`src/rtl/mem_access_stage_pkg.sv`:
```
// rtl/mem_access_stage_pkg.sv - shared constants and types for the memory-access stage
// Purpose: register-id sentinel, access size codes, fault codes and FSM state
//          encodings used by mem_access_stage and mem_lane_align.
// Ports:   none (package).
package mem_access_stage_pkg;

  // Register id that the register file treats as "no write".
  localparam logic [6:0] UREG_ZZR = 7'h7F;

  localparam logic [1:0] MSZ_B = 2'd0;
  localparam logic [1:0] MSZ_W = 2'd1;
  localparam logic [1:0] MSZ_L = 2'd2;

  localparam logic [1:0] MAF_NONE  = 2'd0;
  localparam logic [1:0] MAF_ALIGN = 2'd1;
  localparam logic [1:0] MAF_BUS   = 2'd2;
  localparam logic [1:0] MAF_TMO   = 2'd3;

  typedef enum logic {
    MAS_IDLE   = 1'b0,
    MAS_ACCESS = 1'b1
  } maState_t;

endpackage

```
`src/rtl/mem_lane_align.sv`:
```
// rtl/mem_lane_align.sv - little-endian lane placement, alignment check and load extension
// Purpose: combinational helper for the memory-access stage.
// Ports:   reqAddrLo/reqSize/reqData  - request side (execute inputs)
//          storeLanes/byteEn          - store data spread over the active lanes, lane enables
//          badAccess                  - reserved size or misaligned address
//          rspAddrLo/rspSize/rspSignExt/rspData - response side (latched access + bus data)
//          loadVal                    - extracted and extended load result
module mem_lane_align
  import mem_access_stage_pkg::*;
(
  input  logic [1:0]  reqAddrLo,
  input  logic [1:0]  reqSize,
  input  logic [31:0] reqData,
  output logic [31:0] storeLanes,
  output logic [3:0]  byteEn,
  output logic        badAccess,
  input  logic [1:0]  rspAddrLo,
  input  logic [1:0]  rspSize,
  input  logic        rspSignExt,
  input  logic [31:0] rspData,
  output logic [31:0] loadVal
);

  logic [7:0]  rspByte;
  logic [15:0] rspWord;

  // Store data is replicated across all lanes, so whichever lanes are
  // enabled already carry the right bytes without a shifter.
  always_comb begin
    storeLanes = reqData;
    byteEn     = 4'b0000;
    badAccess  = 1'b0;
    case (reqSize)
      MSZ_B: begin
        storeLanes = {4{reqData[7:0]}};
        byteEn     = 4'b0001 << reqAddrLo;
      end
      MSZ_W: begin
        storeLanes = {2{reqData[15:0]}};
        byteEn     = reqAddrLo[1] ? 4'b1100 : 4'b0011;
        badAccess  = reqAddrLo[0];
      end
      MSZ_L: begin
        byteEn    = 4'b1111;
        badAccess = (reqAddrLo != 2'b00);
      end
      default: badAccess = 1'b1;
    endcase
  end

  always_comb begin
    rspByte = 8'(rspData >> {rspAddrLo, 3'b000});
    rspWord = rspAddrLo[1] ? rspData[31:16] : rspData[15:0];
    case (rspSize)
      MSZ_B:   loadVal = {{24{rspSignExt & rspByte[7]}}, rspByte};
      MSZ_W:   loadVal = {{16{rspSignExt & rspWord[15]}}, rspWord};
      default: loadVal = rspData;
    endcase
  end

endmodule

```
`src/rtl/mem_access_stage.sv`:
```
// rtl/mem_access_stage.sv - memory-access pipeline stage with single-outstanding bus access
// Purpose: accepts execute results, forwards the register writeback on port A,
//          runs at most one load/store on the req/ack data bus and returns load
//          data on port B; reports misalignment, bus error and timeout faults.
// Ports:   clock, reset (async, active-high)
//          ex*            - execute stage outputs
//          maStall        - stage busy, upstream holds
//          bus*           - data bus (busOE read strobe, busWR write strobe, busOK/busErr ack)
//          wbIdA/wbValA   - execute writeback; wbIdB/wbValB - load writeback
//          maFault/maFaultCode/maFaultAddr - one-cycle fault report
module mem_access_stage
  import mem_access_stage_pkg::*;
#(
  parameter int TIMEOUT_MAX = 255
) (
  input  logic        clock,
  input  logic        reset,
  input  logic        exValid,
  input  logic [31:0] exMemAddr,
  input  logic [31:0] exMemData,
  input  logic        exMemLoad,
  input  logic        exMemStore,
  input  logic [1:0]  exMemSize,
  input  logic        exMemSignExt,
  input  logic [6:0]  exLoadId,
  input  logic [6:0]  exRegOutId,
  input  logic [31:0] exRegOutVal,
  output logic        maStall,
  output logic [31:0] busAddr,
  output logic [31:0] busDataOut,
  output logic [3:0]  busByteEn,
  output logic        busOE,
  output logic        busWR,
  input  logic [31:0] busDataIn,
  input  logic        busOK,
  input  logic        busErr,
  output logic [6:0]  wbIdA,
  output logic [31:0] wbValA,
  output logic [6:0]  wbIdB,
  output logic [31:0] wbValB,
  output logic        maFault,
  output logic [1:0]  maFaultCode,
  output logic [31:0] maFaultAddr
);

  localparam int CNT_W = (TIMEOUT_MAX < 2) ? 1 : $clog2(TIMEOUT_MAX + 1);
  localparam logic [CNT_W-1:0] CNT_MAX = CNT_W'(TIMEOUT_MAX);

  maState_t         state, stateNext;
  logic [CNT_W-1:0] accessCnt;
  logic [1:0]       sizeQ;
  logic             signExtQ;
  logic [6:0]       loadIdQ;

  logic        accept, memReq, illegalReq;
  logic        startAccess, loadDone, endAccess, cntInc;
  logic        faultNext;
  logic [1:0]  faultCodeNext;
  logic [31:0] storeLanes, loadVal;
  logic [3:0]  byteEn;
  logic        badAccess;

  mem_lane_align uLaneAlign (
    .reqAddrLo  (exMemAddr[1:0]),
    .reqSize    (exMemSize),
    .reqData    (exMemData),
    .storeLanes (storeLanes),
    .byteEn     (byteEn),
    .badAccess  (badAccess),
    .rspAddrLo  (busAddr[1:0]),
    .rspSize    (sizeQ),
    .rspSignExt (signExtQ),
    .rspData    (busDataIn),
    .loadVal    (loadVal)
  );

  assign accept     = exValid && !maStall;
  assign memReq     = exMemLoad || exMemStore;
  assign illegalReq = (exMemLoad && exMemStore) || badAccess;
  assign endAccess  = (state == MAS_ACCESS) && (stateNext == MAS_IDLE);

  always_ff @(posedge clock or posedge reset) begin
    if (reset) state <= MAS_IDLE;
    else       state <= stateNext;
  end

  always_comb begin
    stateNext     = state;
    startAccess   = 1'b0;
    loadDone      = 1'b0;
    cntInc        = 1'b0;
    faultNext     = 1'b0;
    faultCodeNext = MAF_NONE;
    case (state)
      MAS_IDLE: begin
        if (accept && memReq) begin
          if (illegalReq) begin
            faultNext     = 1'b1;
            faultCodeNext = MAF_ALIGN;
          end else begin
            startAccess = 1'b1;
            stateNext   = MAS_ACCESS;
          end
        end
      end
      MAS_ACCESS: begin
        if (busErr) begin
          faultNext     = 1'b1;
          faultCodeNext = MAF_BUS;
          stateNext     = MAS_IDLE;
        end else if (busOK) begin
          // busOE is only high for loads, so it doubles as the "load pending" flag.
          loadDone  = busOE;
          stateNext = MAS_IDLE;
        end else if (accessCnt == CNT_MAX) begin
          faultNext     = 1'b1;
          faultCodeNext = MAF_TMO;
          stateNext     = MAS_IDLE;
        end else begin
          cntInc = 1'b1;
        end
      end
      default: stateNext = MAS_IDLE;
    endcase
  end

  always_ff @(posedge clock or posedge reset) begin
    if (reset) begin
      maStall     <= 1'b0;
      busAddr     <= '0;
      busDataOut  <= '0;
      busByteEn   <= '0;
      busOE       <= 1'b0;
      busWR       <= 1'b0;
      wbIdA       <= UREG_ZZR;
      wbValA      <= '0;
      wbIdB       <= UREG_ZZR;
      wbValB      <= '0;
      maFault     <= 1'b0;
      maFaultCode <= MAF_NONE;
      maFaultAddr <= '0;
      accessCnt   <= '0;
      sizeQ       <= MSZ_B;
      signExtQ    <= 1'b0;
      loadIdQ     <= UREG_ZZR;
    end else begin
      wbIdA   <= UREG_ZZR;
      wbIdB   <= UREG_ZZR;
      maFault <= faultNext;

      if (accept) begin
        wbIdA     <= exRegOutId;
        wbValA    <= exRegOutVal;
        accessCnt <= '0;
      end else if (cntInc) begin
        accessCnt <= accessCnt + CNT_W'(1);
      end

      if (faultNext) begin
        maFaultCode <= faultCodeNext;
        maFaultAddr <= (state == MAS_IDLE) ? exMemAddr : busAddr;
      end

      if (startAccess) begin
        busAddr    <= exMemAddr;
        busDataOut <= storeLanes;
        busByteEn  <= byteEn;
        busOE      <= exMemLoad;
        busWR      <= exMemStore;
        sizeQ      <= exMemSize;
        signExtQ   <= exMemSignExt;
        loadIdQ    <= exLoadId;
        maStall    <= 1'b1;
      end

      if (endAccess) begin
        busOE   <= 1'b0;
        busWR   <= 1'b0;
        maStall <= 1'b0;
      end

      if (loadDone) begin
        wbIdB  <= loadIdQ;
        wbValB <= loadVal;
      end
    end
  end

endmodule

```
`config.mk`:
```
export PLATFORM = sky130hd
export DESIGN_NAME = mem_access_stage
export DESIGN_NICKNAME = d
export VERILOG_FILES = /design/src/rtl/mem_access_stage_pkg.sv /design/src/rtl/mem_lane_align.sv /design/src/rtl/mem_access_stage.sv
export SDC_FILE = /design/constraint.sdc
export NUM_CORES = 1
export LEC_CHECK = 0
export CORE_MARGIN = 1
export CORE_UTILIZATION = 42
export DETAILED_ROUTE_END_ITERATION = 10
export HOLD_SLACK_MARGIN = 0.1
export PLACE_DENSITY = 0.84
export SETUP_SLACK_MARGIN = 0.3
export SLEW_MARGIN = 5
export SYNTH_ARGS = -nofsm -noshare
export SYNTH_HDL_FRONTEND = slang
export SYNTH_HIERARCHICAL = 1
export SYNTH_SLANG_ARGS = --single-unit
```
`constraint.sdc`:
```
create_clock -name clock -period 17.5 [get_ports clock]
set_clock_uncertainty 0.05 [all_clocks]
set_input_delay 3.5 -clock clock [delete_from_list [all_inputs] [get_ports clock]]
set_output_delay 3.5 -clock clock [all_outputs]
set_load 0.05 [all_outputs]
```
# Word level (Yosys, flattened, before mapping)
# Cells that the tools add are included.
# classes
n_addsub	1
eq_ne	4
shift	2
muxes	40
bitwise_logic	4
n_reduce_logical	12
# op_table
op	n
$pmux 32 s2	2
$mux 32	1
$shr 32x5->8	1
$mux 1	23
$mux 16	1
$mux 8	2
$mux 7	2
$pmux 4 s3	1
$add 8x1->8 const B	1
$eq 8x8->1 const B	1
$mux 2	3
$reduce_bool 2->1	3
$eq 2x1->1 const B	2
$logic_and 1x1->1	4
$logic_not 2->1	2
$mux 4	1
$pmux 1 s2	2
$pmux 2 s2	1
$shl 1x2->4 const A	1
$pmux 1 s3	1
$and 1x1->1	2
$eq 2x2->1 const B	1
$logic_or 1x1->1	2
$not 1->1	2
$logic_not 1->1	1
# word_totals
register_bits	203
inputBits	152
word_cells	81

# Longest topological paths before layout
# logic_depth
ltp_word	9
mapped_depth	9

# Hierarchy
# Netlist, hierarchy kept.
# modules_own_cells
module	n_inst	cells_each	area_each_um2
mem_access_stage	1	578	8286.7
mem_lane_align	1	180	1223.7

# Worst setup path before layout
# Ideal clock, no wire load.
# synth_timing
path_kind	input port to flip-flop
from	in exMemSize[0]
to	reg busAddr[0]
setup_ns	0.125
t_arrival_ns	5.225
path_slack_ns	12.100
path_stages	8
path_buffers	4
cell_sequence	buf_2 buf_2 nor3_1 nor2_1 or4_4 buf_6 buf_6 mux2_4
# synth_via
elab_chain_len	6
# synth_lines
item	line	text
from (decl)	mem_access_stage.sv:23	input logic [1:0] exMemSize,
$eq 2x2->1, or another cell as far along	mem_lane_align.sv:33	case (reqSize)
$pmux 1 s3 (*)	mem_lane_align.sv:33	
via badAccess	mem_access_stage.sv:61	logic badAccess;
$logic_or 1x1->1 (*)	mem_access_stage.sv:79	assign illegalReq = (exMemLoad && exMemStore) || badAccess;
$mux 1 (*)	mem_access_stage.sv:97	if (illegalReq) begin
$mux 1 (*)	mem_access_stage.sv:96	if (accept && memReq) begin
$mux 1 (*)	mem_access_stage.sv:94	case (state)
to (signal assigned)	mem_access_stage.sv:165	busAddr <= exMemAddr;
to (decl)	mem_access_stage.sv:29	output logic [31:0] busAddr,
# Mark *: on every way through the listed nets, which the timed path passes. The rest lies on a longest branch.
# A chain may end at the register's enable or synchronous reset.

# Final worst setup path
# layout_timing
from	in exMemSize[1]
to	reg busAddr[29]
# The elaborated chain is that of the path after synthesis.

==> reports/qor.csv <==
stage;metric;value;unit
setup_path;Crit Path Class;in2reg;
global_route;Tot GR Track Use;0.226;
placement;HPWL after DPL;18100;um
pwr;Final Total Pwr;2.73;mW
pwr;PwrDens;199;nW/um2
clocking;Clock Pin Slew Worst Setup and Hold Paths;0.06;ns
drt;Pre-Repair DR Iteration Count;7;
yosys;Yosys cell types;49;
sta;worst slew pin tran;1.04;ns
global_route;grt total ovfl;0;
cells_and_area;final instance area;13700;um2
clocking;CTS sink cnt;203;
cells_and_area;fillers;1684;
sta;Slew Limit Headroom;0.306;
floorplan;Initial Utilization;0.432;
sta;Max Slew Vio Count;0;
clocking;CTS root buf;clkbuf_16;
clocking;cts bufs inserted;23;
yosys;synth top area cells;dfrtp_1, mux2_2, mux2_4;
drt;Vias;7084;
yosys;sequential-to-total area share from yosys stat;0.537;
pwr;LEAKAGE;6.19;nW
floorplan;die area;23300;um2
clocking;H-tree Lvls;1;
clocking;Max Buffers Root-to-Sink;3;
setup_path;Critical Path RT;17.83;ns
setup_path;critical path fanouts, max;44;
setup_path;CP endpoint kind;flip-flop;
cells_and_area;layout cells sized above 1;0.253;
setup_path;CP Launch Type;input pin;
placement;IO Port Bufs;335;
global_route;initial antenna violation count;0;
floorplan;FP Rows;54;
drt;Routed Antenna Nets;0;
yosys;ys flop type;dfrtp_1;
yosys;Synth top area share;0.479;
yosys;Ys Warns;6;
clocking;Worst-Skew Late Latency;0.50;ns
drt;Starting DRT DRC Count;327;
sta;Tcrit/Tclk final;0.347;
setup_path;critical path arrival;6.41;ns
sta;RSZ-0062 raised after global routing;no;
clocking;CTS resizes;0;
cells_and_area;area grow syn2layout;44.1;%
pwr;worst vdd ir;0.146;mV
cells_and_area;Diodes inserted;0;
global_route;first-pass GRT wire length;41600;um
sta;Peak Freq;164;MHz
yosys;syn_area_per_cell;12.5;um2
floorplan;Core Box Area;22000;um2
placement;gpl congestion;0.935;
drt;overall routed net length;26100;um
drt;Via density;5.18;
floorplan;chip height;152;um
drt;wire length per cell;19.1;um
yosys;syn_nets;911;
floorplan;# IOs;336;
sta;Setup-failing EPs final;0;
placement;pre-CTS setup slack;10.89;ns
drt;# DRC;24;
yosys;EDFF count, synth;0;
run_status;status;complete, but fails checks;
sta;post-layout min period;6.08;ns
sta;PnR worst setup slack;11.42;ns
clocking;hold-fix buffers at CTS;0;
sta;total negative slack;0;ns
global_route;largest net degree at the start of global routing;136;
job;# Max-Cap Violations;0;
run_status;violated checks;DRC;
yosys;Post-Syn Instances;758;
cells_and_area;final net count;1225;
sta;Final Hold Vio Count;0;
yosys;post-synth top area cell;dfrtp_1;
floorplan;die width;152;um
placement;dpl cells;1327;
yosys;FF+latch count, synth;203;
global_route;number of global-route vias before repair;7410;
placement;DP Area;13000;um2
yosys;Post-synth ARST share;1.00;
clocking;CTS tree;done;
clocking;post-CTS setup buffer count;0;
worst_hold_path;Min-Delay Path Class;reg2reg;
cells_and_area;non-filler cells, final;1368;
yosys;Synth Cell Area;9510;um2
state kept, by name, indices dropped and copies added (netlist names):
signal       count
busAddr         32
busDataOut      32
maFaultAddr     32
wbValA          32
wbValB          32
accessCnt        8
loadIdQ          7
wbIdA            7
wbIdB            7
busByteEn        4
maFaultCode      2
sizeQ            2
busOE            1
busWR            1
maFault          1
maStall          1
signExtQ         1
state            1
cell type report:
| class | count | area [um2] | area share |
|---|---|---|---|
| Tap cell | 280 | 350 | 0.0256 |
| Inverter | 16 | 67.6 | 0.00493 |
| Clock inverter | 9 | 103 | 0.00749 |
| Multi-Input combinational cell | 484 | 4010 | 0.293 |
| Clock buffer | 32 | 639 | 0.0467 |
| Sequential cell | 203 | 5110 | 0.373 |
| Timing Repair Buffer | 344 | 3420 | 0.250 |
stage by stage:
stage | util | hold WS (ns)
after CTS | 0.622 | 0.431
final | 0.622 | 0.430
after floorplan | - | 0.431
after global placement | 0.588 | 0.407
after detailed placement | 0.588 | 0.414
after global routing | 0.622 | 0.446
metal layers:
metal | up-vias | wire length [um] | track usage
met3 | 48 | 2150 | 0.0572
met5 | - | 0 | 0
met1 | 3466 | 10800 | 0.287
li1 | 3237 | - | -
met4 | 0 | 581 | 0.0606
met2 | 333 | 12600 | 0.385
cell usage after synthesis (all sizes together), types with 8 or more instances:
cell type,instances
a211oi,14
clkbuf,15
nand2,127
nor2,10
mux2i,12
dfstp,21
o21ai,31
a221o,8
nand2b,12
mux2,192
inv,16
buf,40
nor3,10
dfrtp,182
nor2b,11
cells in the final DEF, fill, tap and decap left out, types with 8 or more instances in the layout:
master / synthesis / layout
a211oi_1: 14 / 14
nand2_1: 127 / 127
mux2_2: 137 / 137
dfrtp_1: 182 / 181
mux2_4: 55 / 55
inv_1: 16 / 15
nor3_1: 10 / 10
nor2_1: 9 / 9
buf_4: 9 / 9
o21ai_0: 17 / 17
clkbuf_16: 0 / 23
clkdlybuf4s50_1: 0 / 335
nand2b_1: 12 / 12
a221o_1: 8 / 8
dfstp_2: 21 / 21
mux2i_1: 11 / 11
nor2b_1: 11 / 10
o21ai_1: 14 / 14
where the power goes:
| group | total, mW | internal (mW) | switching [mW] |
|---|---|---|---|
| logic | 1.45 | 0.548 | 0.902 |
| clock network | 0.475 | 0.285 | 0.190 |
| registers | 0.803 | 0.662 | 0.141 |
| total | 2.73 | 1.50 | 1.23 |
cell families (layout without fill, tap and decap cells):
group           after synthesis  in the layout  synth area share
simple gates                192            192            0.0921
flops                       203            203             0.537
mux                         205            205             0.265
fa+ha+maj                     1              1           0.00132
xor+xnor                      6              6           0.00553
compound gates               80             80            0.0562
buf+inv                      71            401            0.0426
final timing paths:
| path | cells past startpoint | end | slack (ns) | startpoint |
|---|---|---|---|---|
| min in group asynchronous | 2 | wbValB[31] | 3.57 | reset |
| worst min register to register | 2 | wbValA[7] | 0.43 | wbValA[7] |
| worst max register to register | 3 | busAddr[29] | 14.36 | state |
| worst max-delay path | 7 | busAddr[29] | 11.42 | exMemSize[1] |
| worst min-delay path | 2 | wbValA[7] | 0.43 | wbValA[7] |
| max in group asynchronous | 3 | wbValB[18] | 12.28 | reset |
worst max-delay path: stages:
cell and delay [ns]:
clkdlybuf4s50_1 0.46, buf_4 0.34, a21oi_1 0.07, nor2_1 0.18
or4_4 0.62, buf_4 0.71, mux2_2 0.42
Note: power is estimated with default switching activity, not from simulation.
